**src/rtl/mode_sequencer_pkg.sv**
```systemverilog
// Shared definitions for the mode sequencer and the counter/LRU datapath.
// Contents:
//   MODE_*        one-hot datapath mode encodings (same constants as the datapath)
//   fsm_state_t   front-end controller states (RUN / HOLD)
//   is_one_hot    legality check for a mode value
//   next_mode     advance order CNT_EN -> LRU_WR -> LRU_RD -> CNT_EN
package mode_sequencer_pkg;

    localparam logic [2:0] MODE_CNT_EN = 3'b100;
    localparam logic [2:0] MODE_LRU_WR = 3'b010;
    localparam logic [2:0] MODE_LRU_RD = 3'b001;

    typedef enum logic {
        FSM_RUN  = 1'b0,
        FSM_HOLD = 1'b1
    } fsm_state_t;

    function automatic logic is_one_hot(input logic [2:0] mode);
        return (mode == MODE_CNT_EN) || (mode == MODE_LRU_WR) || (mode == MODE_LRU_RD);
    endfunction

    // Illegal inputs map to CNT_EN so the caller always gets a legal mode.
    function automatic logic [2:0] next_mode(input logic [2:0] mode);
        logic [2:0] nxt;
        case (mode)
            MODE_CNT_EN: nxt = MODE_LRU_WR;
            MODE_LRU_WR: nxt = MODE_LRU_RD;
            MODE_LRU_RD: nxt = MODE_CNT_EN;
            default:     nxt = MODE_CNT_EN;
        endcase
        return nxt;
    endfunction

endpackage

```
**src/rtl/mode_sequencer_debounce.sv**
```systemverilog
// Button conditioner: 2-FF synchroniser followed by a stable-count debouncer.
// The debounced level changes only after the synchronised input has differed
// from it for DEBOUNCE_CYCLES consecutive cycles; any return to the current
// level restarts the count. Raw edge to level change is 2+DEBOUNCE_CYCLES cycles.
// Ports:
//   clk_i    in   system clock
//   rst_i    in   asynchronous active-high reset
//   raw_i    in   raw asynchronous button
//   level_o  out  debounced level (registered)
//   rise_o   out  1-cycle pulse in the first cycle level_o is high
module btn_debounce #(
    parameter int DEBOUNCE_CYCLES = 1000000
) (
    input  logic clk_i,
    input  logic rst_i,
    input  logic raw_i,
    output logic level_o,
    output logic rise_o
);

    localparam int CNT_W = $clog2(DEBOUNCE_CYCLES) + 1;
    localparam logic [CNT_W-1:0] CNT_LIMIT = CNT_W'(DEBOUNCE_CYCLES - 1);

    logic             sync1_r;
    logic             sync2_r;
    logic             level_r;
    logic             level_q_r;
    logic [CNT_W-1:0] cnt_r;

    // Synchroniser, stable-count debouncer and previous-level register.
    always_ff @(posedge clk_i or posedge rst_i) begin
        if (rst_i) begin
            sync1_r   <= 1'b0;
            sync2_r   <= 1'b0;
            level_r   <= 1'b0;
            level_q_r <= 1'b0;
            cnt_r     <= '0;
        end else begin
            sync1_r   <= raw_i;
            sync2_r   <= sync1_r;
            level_q_r <= level_r;
            if (sync2_r == level_r) begin
                cnt_r <= '0;
            end else if (cnt_r == CNT_LIMIT) begin
                level_r <= sync2_r;
                cnt_r   <= '0;
            end else begin
                cnt_r <= cnt_r + CNT_W'(1);
            end
        end
    end

    assign level_o = level_r;
    assign rise_o  = level_r & ~level_q_r;

endmodule

```
**src/rtl/mode_sequencer.sv**
```systemverilog
// Front-end controller for the counter/LRU-buffer datapath.
// Debounces the mode/clear/set buttons, sequences the one-hot datapath mode on
// each mode press and drives clean clear/set levels that are suppressed while a
// mode change is pending or has just happened.
// Ports:
//   clk_i       in   system clock
//   rst_i       in   asynchronous active-high reset
//   btn_mode_i  in   raw mode button
//   btn_clr_i   in   raw clear button
//   btn_set_i   in   raw set button
//   state_o     out  one-hot mode 100=CNT_EN, 010=LRU_WR, 001=LRU_RD
//   clr_o       out  masked debounced clear level
//   set_o       out  masked debounced set level
//   mode_chg_o  out  1-cycle pulse in the first cycle state_o shows a new mode
//   pending_o   out  mode advance requested but held off by clear/set
module mode_sequencer
    import mode_sequencer_pkg::*;
#(
    parameter int DEBOUNCE_CYCLES = 1000000
) (
    input  logic       clk_i,
    input  logic       rst_i,
    input  logic       btn_mode_i,
    input  logic       btn_clr_i,
    input  logic       btn_set_i,
    output logic [2:0] state_o,
    output logic       clr_o,
    output logic       set_o,
    output logic       mode_chg_o,
    output logic       pending_o
);

    logic       mode_rise_s;
    logic       clr_d_s;
    logic       set_d_s;
    logic       busy_s;
    fsm_state_t fsm_r;
    logic [2:0] mode_r;
    logic       mode_chg_r;
    logic       pending_r;
    logic       clr_r;
    logic       set_r;

    btn_debounce #(.DEBOUNCE_CYCLES(DEBOUNCE_CYCLES)) u_db_mode (
        .clk_i   (clk_i),
        .rst_i   (rst_i),
        .raw_i   (btn_mode_i),
        .level_o (),
        .rise_o  (mode_rise_s)
    );

    btn_debounce #(.DEBOUNCE_CYCLES(DEBOUNCE_CYCLES)) u_db_clr (
        .clk_i   (clk_i),
        .rst_i   (rst_i),
        .raw_i   (btn_clr_i),
        .level_o (clr_d_s),
        .rise_o  ()
    );

    btn_debounce #(.DEBOUNCE_CYCLES(DEBOUNCE_CYCLES)) u_db_set (
        .clk_i   (clk_i),
        .rst_i   (rst_i),
        .raw_i   (btn_set_i),
        .level_o (set_d_s),
        .rise_o  ()
    );

    // A held clear or set blocks the mode switch so the datapath never sees a
    // clear/set level straddle two modes.
    assign busy_s = clr_d_s | set_d_s;

    // Mode FSM, mode register and masked clear/set output registers.
    always_ff @(posedge clk_i or posedge rst_i) begin
        if (rst_i) begin
            fsm_r      <= FSM_RUN;
            mode_r     <= MODE_CNT_EN;
            mode_chg_r <= 1'b0;
            pending_r  <= 1'b0;
            clr_r      <= 1'b0;
            set_r      <= 1'b0;
        end else begin
            mode_chg_r <= 1'b0;
            // Mask uses the pre-edge FSM state and change pulse, so the levels
            // stay low through HOLD and the first cycle of a new mode.
            if ((fsm_r == FSM_RUN) && !mode_chg_r) begin
                clr_r <= clr_d_s;
                set_r <= set_d_s;
            end else begin
                clr_r <= 1'b0;
                set_r <= 1'b0;
            end

            if (!is_one_hot(mode_r)) begin
                // Corrupted mode register: fall back to the power-on mode.
                mode_r     <= MODE_CNT_EN;
                mode_chg_r <= 1'b1;
                fsm_r      <= FSM_RUN;
                pending_r  <= 1'b0;
            end else begin
                case (fsm_r)
                    FSM_RUN: begin
                        if (mode_rise_s) begin
                            if (busy_s) begin
                                fsm_r     <= FSM_HOLD;
                                pending_r <= 1'b1;
                            end else begin
                                mode_r     <= next_mode(mode_r);
                                mode_chg_r <= 1'b1;
                            end
                        end
                    end
                    FSM_HOLD: begin
                        // Extra mode presses here are dropped: one advance per hold.
                        if (!busy_s) begin
                            mode_r     <= next_mode(mode_r);
                            mode_chg_r <= 1'b1;
                            fsm_r      <= FSM_RUN;
                            pending_r  <= 1'b0;
                        end
                    end
                    default: begin
                        fsm_r     <= FSM_RUN;
                        pending_r <= 1'b0;
                    end
                endcase
            end
        end
    end

    assign state_o    = mode_r;
    assign clr_o      = clr_r;
    assign set_o      = set_r;
    assign mode_chg_o = mode_chg_r;
    assign pending_o  = pending_r;

endmodule

```
**config.mk**
```make
export PLATFORM = sky130hd
export DESIGN_NAME = mode_sequencer
export DESIGN_NICKNAME = d
export VERILOG_FILES = /design/src/rtl/mode_sequencer_pkg.sv /design/src/rtl/mode_sequencer_debounce.sv /design/src/rtl/mode_sequencer.sv
export SDC_FILE = /design/constraint.sdc
export NUM_CORES = 1
export LEC_CHECK = 0
export BUFFER_PORTS_ARGS = -buffer_cell sky130_fd_sc_hd__buf_4
export CORE_ASPECT_RATIO = 0.75
export CORE_MARGIN = 3
export CORE_UTILIZATION = 50
export CTS_CLUSTER_SIZE = 12
export DETAILED_ROUTE_END_ITERATION = 10
export GPL_TIMING_DRIVEN = 0
export PLACE_DENSITY = 0.66
export SLEW_MARGIN = 20
export SYNTH_ARGS = -nofsm -noshare
export SYNTH_HDL_FRONTEND = slang
export SYNTH_SLANG_ARGS = --single-unit
```
**constraint.sdc**
```tcl
create_clock -name clk_i -period 3.1 [get_ports clk_i]
set_input_delay 0.155 -clock clk_i [delete_from_list [all_inputs] [get_ports clk_i]]
set_output_delay 0.155 -clock clk_i [all_outputs]
set_load 0.02 [all_outputs]
```
==> results of run 1 <==
## flip-flops by register name (all words and copies together), names as in the netlist, 3 cells and up
name,count
state_o,3
u_db_clr.cnt_r,21
u_db_mode.cnt_r,21
u_db_set.cnt_r,21
## how the worst max path moves through the flow
stage | from | end | slack, ps | cells after the start
detailed placement | u_db_set.cnt_r[0]$_DFF_PP0_ | u_db_set.cnt_r[3]$_DFF_PP0_ | 1030 | 7
global route | u_db_clr.cnt_r[11]$_DFF_PP0_ | u_db_clr.cnt_r[15]$_DFF_PP0_ | 840 | 6
floorplan | rst_i | clr_o$_DFF_PP0_ | 870 | 1
CTS | u_db_set.cnt_r[0]$_DFF_PP0_ | u_db_set.cnt_r[13]$_DFF_PP0_ | 1010 | 7
global placement | rst_i | u_db_clr.cnt_r[17]$_DFF_PP0_ | -110 | 2
finish | u_db_mode.cnt_r[0]$_DFF_PP0_ | u_db_mode.cnt_r[18]$_DFF_PP0_ | 1010 | 6
## metal layers
| layer | up-vias | routed length [um] | global-route usage, % |
|---|---|---|---|
| li1 | 1404 | - | - |
| met1 | 1357 | 3650 | 25.4 |
| met2 | 32 | 3050 | 26.6 |
| met3 | 7 | 211 | 4.87 |
| met4 | 0 | 59 | 4.98 |
| met5 | - | 0 | 0 |
## per-stage QoR
stage,std cells,worst slack [ps],total power [uW]
2_1_floorplan,378,867,1140
3_3_place_gp,487,-110,1160
3_5_place_dp,488,1030,1170
4_1_cts,507,1010,1950
5_1_grt,507,837,2010
6_report,507,1010,1910
## worst max-delay path, cell delays in order, from the launching register on
cell and delay (ps):
dfrtp_1 430, ha_1 240, nand3_1 180, or3_1 400, clkbuf_1 180, or4_1 440
a21oi_1 150
## cell type report
cell class / count / area share (%)
buffer: 11 / 1.05
tap: 98 / 2.85
sequential: 81 / 47.1
inverter: 13 / 1.19
timing repair buffer: 16 / 3.49
multi-input combinational: 273 / 39.8
clock buffer: 13 / 3.69
clock inverter: 2 / 0.872
## layout by cell type, fill, tap and decap left out, drive strengths merged, types with 3 or more instances in the layout
cell	Yosys	final
nor4	9	9
clkbuf	9	22
and4	4	4
nor4b	7	7
a21oi	22	22
inv	13	13
o21ai	11	11
or3	11	11
buf	2	14
nand3	23	23
nand2	14	14
dlygate4sd3	0	4
xnor2	29	29
dfrtp	80	80
and2	5	5
and3	5	5
xor2	14	14
nand4	13	13
or4	9	9
nor3	13	13
ha	3	3
nor2	51	51
or3b	3	3
o31ai	10	10
mux2	3	3
## cell families (layout without fill, tap and decap cells)
group           count (synthesis)  after routing  synth area share, %
compound gates                 46             46                 6.85
xor+xnor                       43             43                 9.82
fa+ha+maj                       3              3                0.979
buf+inv                        24             55                 2.45
flops                          81             81                 52.9
mux                             3              3                0.881
simple gates                  178            178                 26.1
## power by group through the flow
stage	Clock, uW	Sequential [uW]	Combinational, uW
CTS	794	1080	69.7
floorplan	0	1100	42.6
global route	843	1080	77.8
finish	761	1080	66.9
detailed placement	0	1100	65.6
global placement	0	1100	59.1
==> out/qor.txt, run 1 <==
RUN STATUS
------------------------------------------------------------------------------------
Outcome                                                                    completed

CLOCKING
------------------------------------------------------------------------------------
Htree depth                                                                        3
Post-CTS resize count                                                              0
Hold bufs inserted after CTS                                                       4
Number of buffers created by CTS                                                   9
Clock tree buffer depth                                                            2
Worst-path clk slew                                                            80 ps
Source-to-sink clock delay at the later pin of the worst-skew pair            340 ps
Root buffer selected by CTS                                                 clkbuf_8
Post-CTS Repair Setup Buffers                                                      0
Clock tree from TritonCTS                                                      built
Number of sinks driven by the clock tree                                          81

PLACEMENT
------------------------------------------------------------------------------------
Post-place instance area                                                   4070 um^2
Routability congestion estimate                                                0.778
Number of port buffers                                                            11
Half-perimeter wire length after placement                                   4820 um

FINAL LAYOUT
------------------------------------------------------------------------------------
Diode count                                                                        0
FF+latch area                                                              2030 um^2
Fillcell total                                                                   586
Growth of design area from synthesis to finish                                 12.3%
Final #Nets                                                                      413
Final cell area excluding filler cells                                     4310 um^2
Share of post-route cells with drive strength above 1                          10.0%
Area of combinational cells with multiple inputs                           1710 um^2
Layout Utilization                                                             60.4%

SYNTHESIS
------------------------------------------------------------------------------------
Proportion of synthesized flip-flops having asynchronous set or reset           100%
Mapped Area                                                                3830 um^2
Synthesized net count                                                            386
EDFF count, synth                                                                  0
Yosys top cell area share                                                      52.2%
#FFs+latches synth                                                                81
Yosys cell types                                                                  39
Post-Synthesis Cells                                                             378
Top-count cell post-synth                                                    dfrtp_1
Count of synthesis-stage warnings from yosys                                       0
Most area-hungry cell type in the Yosys netlist                              dfrtp_1
Main flop type after synthesis                                               dfrtp_1
Largest cells by area after synthesis                                   dfrtp_1 52%, xnor2_1 6.6%, nor2_1 5.0%
Cell types with the highest counts after synthesis                      80 x dfrtp_1, 51 x nor2_1, 29 x xnor2_1
Seq/Total Area, Yosys                                                          52.9%
Average instance area after synthesis                                      10.1 um^2

FLOORPLANNING
------------------------------------------------------------------------------------
Top Ports                                                                         12
Die area                                                                   8770 um^2
Std cell rows                                                                     26
Die boundary height                                                          81.8 um
Die Wd                                                                        107 um
Core box area                                                              7120 um^2
Starting density of the core                                                   53.8%

PWR
------------------------------------------------------------------------------------
Power density over the cells                                             444 nW/um^2
Part of the power in the clock network                                         39.8%
Switching Fraction                                                             21.3%
Relative contribution of sequential cells to total power                       56.7%
Gate power share                                                                3.5%
Switching pwr                                                                 406 uW
Cell-internal power                                                          1500 uW
LEAKAGE                                                                   0.00175 uW
Peak supply drop                                                              401 uV

TIMING
------------------------------------------------------------------------------------
Post-route setup TNS                                                            0 ps
Shortest period the worst path allows                                        2090 ps
Share of the clock period used by the worst path                               67.6%
Max Clock Freq                                                               477 MHz
Unrepaired setup endpoints after global routing                                false
Setup violators final                                                              0
Worst slew margin relative to its limit                                        55.0%
Setup clock skew after layout                                                7.80 ps
Final Max Tran Viols                                                               0
Hold Slack                                                                    350 ps
Worst slew pin tran                                                           668 ps
Final hold violation count                                                         0

CRITICAL PATH
------------------------------------------------------------------------------------
Class of the most critical setup path                                        reg2reg
Crit. End Element                                                           register
Worst EP required                                                            3370 ps
Critical path data arrival time                                              2360 ps
R2r worst-path depth                                                               6
Endpoint of the worst-slack reg-to-reg timing path                      u_db_mode.cnt_r[18]$_DFF_PP0_
CP startpoint kind                                                          register
Worst Path Max Fanout                                                              8
Reg-to-reg slack, setup                                                      1010 ps
Critical register-to-register path startpoint                           u_db_mode.cnt_r[0]$_DFF_PP0_

GLOBAL ROUTE
------------------------------------------------------------------------------------
Global-route usage over all layers                                             17.7%
Number of global-route vias before repair                                       2607
Antenna violations before repair                                                   0
Remaining global-route overflow                                                    0
Maximum number of pins on one net before global-route repair                      58
Global-route wire length before repair                                      12400 um

DETAILED ROUTING
------------------------------------------------------------------------------------
Total Routed Length                                                          6970 um
Overall via count from detail_route                                             2800
Router iterations before antenna repair                                            4
Number of DRC markers after the initial detailed-route iteration                  90
Routed Antenna Nets                                                                0
Post-route DRC                                                                     0
Average routed wire per standard cell                                        13.8 um
Per-cell via count in the routed design                                         5.52

MIN PATH
------------------------------------------------------------------------------------
Type of the worst min-delay path                                            in2async

RUN
------------------------------------------------------------------------------------
MaxCap Viol Count                                                                  0

No activity file was read; power rests on OpenSTA's default activity.
==> run 2, diff against run 1 <==
Settings changed: PLACE_DENSITY 0.66 to 0.69.
Clock period 3.1 ns to 1.85 ns, I/O delays scaled along.
==> out/qor.txt, run 2 (synthesis results as in run 1) <==
RUN STATUS
---------------------------------------------------------------------------------
Outcome                                                                 completed

FINAL LAYOUT
---------------------------------------------------------------------------------
Growth of design area from synthesis to finish                              19.8%
Share of post-route cells with drive strength above 1                       20.2%
Diode count                                                                     0
Most common library cell in the layout ignoring fill and taps             dfrtp_1
Commonest cells after routing, fill and taps aside                   75 x dfrtp_1, 51 x nor2_1, 29 x xnor2_1
FF+latch area                                                           2030 um^2
Largest registers ranked by flip-flop count                          u_db_clr.cnt_r (21), u_db_mode.cnt_r (21), u_db_set.cnt_r (21)
Final cell count without fillers                                              519
Final #Nets                                                                   424
Area of combinational cells with multiple inputs                        1830 um^2
Fillcell total                                                                573

CLOCKING
---------------------------------------------------------------------------------
Worst-path clk slew                                                         90 ps
Root buffer selected by CTS                                              clkbuf_8
Clock tree buffer depth                                                         2
Source-to-sink clock delay at the later pin of the worst-skew pair         360 ps
Htree depth                                                                     3
Number of buffers created by CTS                                                9
Clock tree from TritonCTS                                                   built
Number of sinks driven by the clock tree                                       81

PLACEMENT
---------------------------------------------------------------------------------
Placement-stage worst setup slack                                         -248 ps
Routability congestion estimate                                             0.810
Number of port buffers                                                         11
Cell count after placement                                                    490
Half-perimeter wire length after placement                                4950 um

FLOORPLANNING
---------------------------------------------------------------------------------
Starting density of the core                                                53.8%
Std cell rows                                                                  26
Die boundary height                                                       81.8 um
Core box area                                                           7120 um^2
Die area                                                                8770 um^2
Die Wd                                                                     107 um
Top Ports                                                                      12

TIMING
---------------------------------------------------------------------------------
Setup clock skew after layout                                             11.8 ps
Min setup slack post-route                                                5.12 ps
Setup violators final                                                           0
Final hold violation count                                                      0
Share of the clock period used by the worst path                            99.7%
Worst slew pin tran                                                        457 ps
Shortest period the worst path allows                                     1840 ps
Worst slew margin relative to its limit                                     69.4%
Final Max Tran Viols                                                            0
Max Clock Freq                                                            542 MHz

CRITICAL PATH
---------------------------------------------------------------------------------
Crit. End Element                                                        register
Worst EP required                                                         2140 ps
Worst Path Max Fanout                                                           8
Critical path data arrival time                                           2140 ps
Class of the most critical setup path                                     reg2reg
CP startpoint kind                                                       register

GLOBAL ROUTE
---------------------------------------------------------------------------------
Global-route usage over all layers                                          18.8%
Global-route wire length before repair                                   13000 um
Number of global-route vias before repair                                    2759
Remaining global-route overflow                                                 0
Maximum number of pins on one net before global-route repair                   30
Antenna violations before repair                                                0

PWR
---------------------------------------------------------------------------------
Power density over the cells                                          714 nW/um^2
Peak supply drop                                                           408 uV
LEAKAGE                                                                0.00186 uW
Overall Power                                                             3280 uW

RUN
---------------------------------------------------------------------------------
MaxCap Viol Count                                                               0

DETAILED ROUTING
---------------------------------------------------------------------------------
Overall via count from detail_route                                          2940
Per-cell via count in the routed design                                      5.66
Router iterations before antenna repair                                         4
Routed Antenna Nets                                                             0
Number of DRC markers after the initial detailed-route iteration               78
Post-route DRC                                                                  0
Average routed wire per standard cell                                     14.7 um
Total Routed Length                                                       7640 um

MIN PATH
---------------------------------------------------------------------------------
Type of the worst min-delay path                                         in2async

==> run 2: worst paths after layout <==
check,depth (start not counted),start,slack (ps),endpoint
worst max-delay path,6,u_db_set.cnt_r[0]$_DFF_PP0_,5,u_db_set.cnt_r[18]$_DFF_PP0_
worst min-delay path,3,rst_i,300,u_db_clr.cnt_r[15]$_DFF_PP0_
worst max register to register,6,u_db_set.cnt_r[0]$_DFF_PP0_,5,u_db_set.cnt_r[18]$_DFF_PP0_
worst min register to register,0,u_db_clr.sync1_r$_DFF_PP0_,340,u_db_clr.sync2_r$_DFF_PP0_
max in group asynchronous,5,rst_i,830,state_o[2]$_DFFE_PP1P_
min in group clk_i,0,u_db_clr.sync1_r$_DFF_PP0_,340,u_db_clr.sync2_r$_DFF_PP0_
==> run 2: timing repair <==
action	4_1_cts	5_1_grt
setup buffers	8	4
resized for setup	13	37
gates cloned	0	1
setup endpoints to repair	61	62
hold buffers	4	0
pin swaps	2	6
endpoints found under the hold margin	19	0
==> run 2: cell type report <==
class | instances | area share, %
Sequential cell | 81 | 44.3
Timing Repair Buffer | 31 | 6.51
Tap cell | 98 | 2.67
Clock buffer | 9 | 2.70
Inverter | 13 | 1.14
Multi-Input combinational cell | 273 | 39.9
Buffer | 7 | 1.14
Clock inverter | 7 | 1.72
==> run 2: report_power, final <==
part	leakage (uW)	switching (uW)	internal (uW)	total, uW
Sequential	0.00110	21.5	1790	1810
Clock	0.0000925	670	634	1300
Combinational	0.000665	90.9	71.9	163
==> run 2: routing by layer <==
layer | GRT usage (%) | routed length (um) | vias up
li1 | - | - | 1423
met1 | 25.5 | 3680 | 1460
met2 | 28.8 | 3520 | 43
met3 | 6.28 | 286 | 14
met4 | 5.49 | 148 | 0
met5 | 0 | 0 | -
==> run 2: critical path, cell delays in order (launching register included) <==
cell and delay (ps):
dfrtp_1 420, ha_2 220, and3_4 230, nand4_1 150, buf_6 180, or4_1 430
a21oi_2 150
==> run 2: metrics by stage <==
step | instance area [um^2] | hold slack, ps | util, % | setup TNS, ps
floorplan | 3840 | 124 | - | 0
global route | 4600 | 322 | 64.5 | -416
CTS | 4440 | 282 | 62.4 | 0
finish | 4600 | 305 | 64.5 | 0
global placement | 4040 | 203 | 56.8 | -6270
detailed placement | 4120 | 123 | 57.8 | -9710
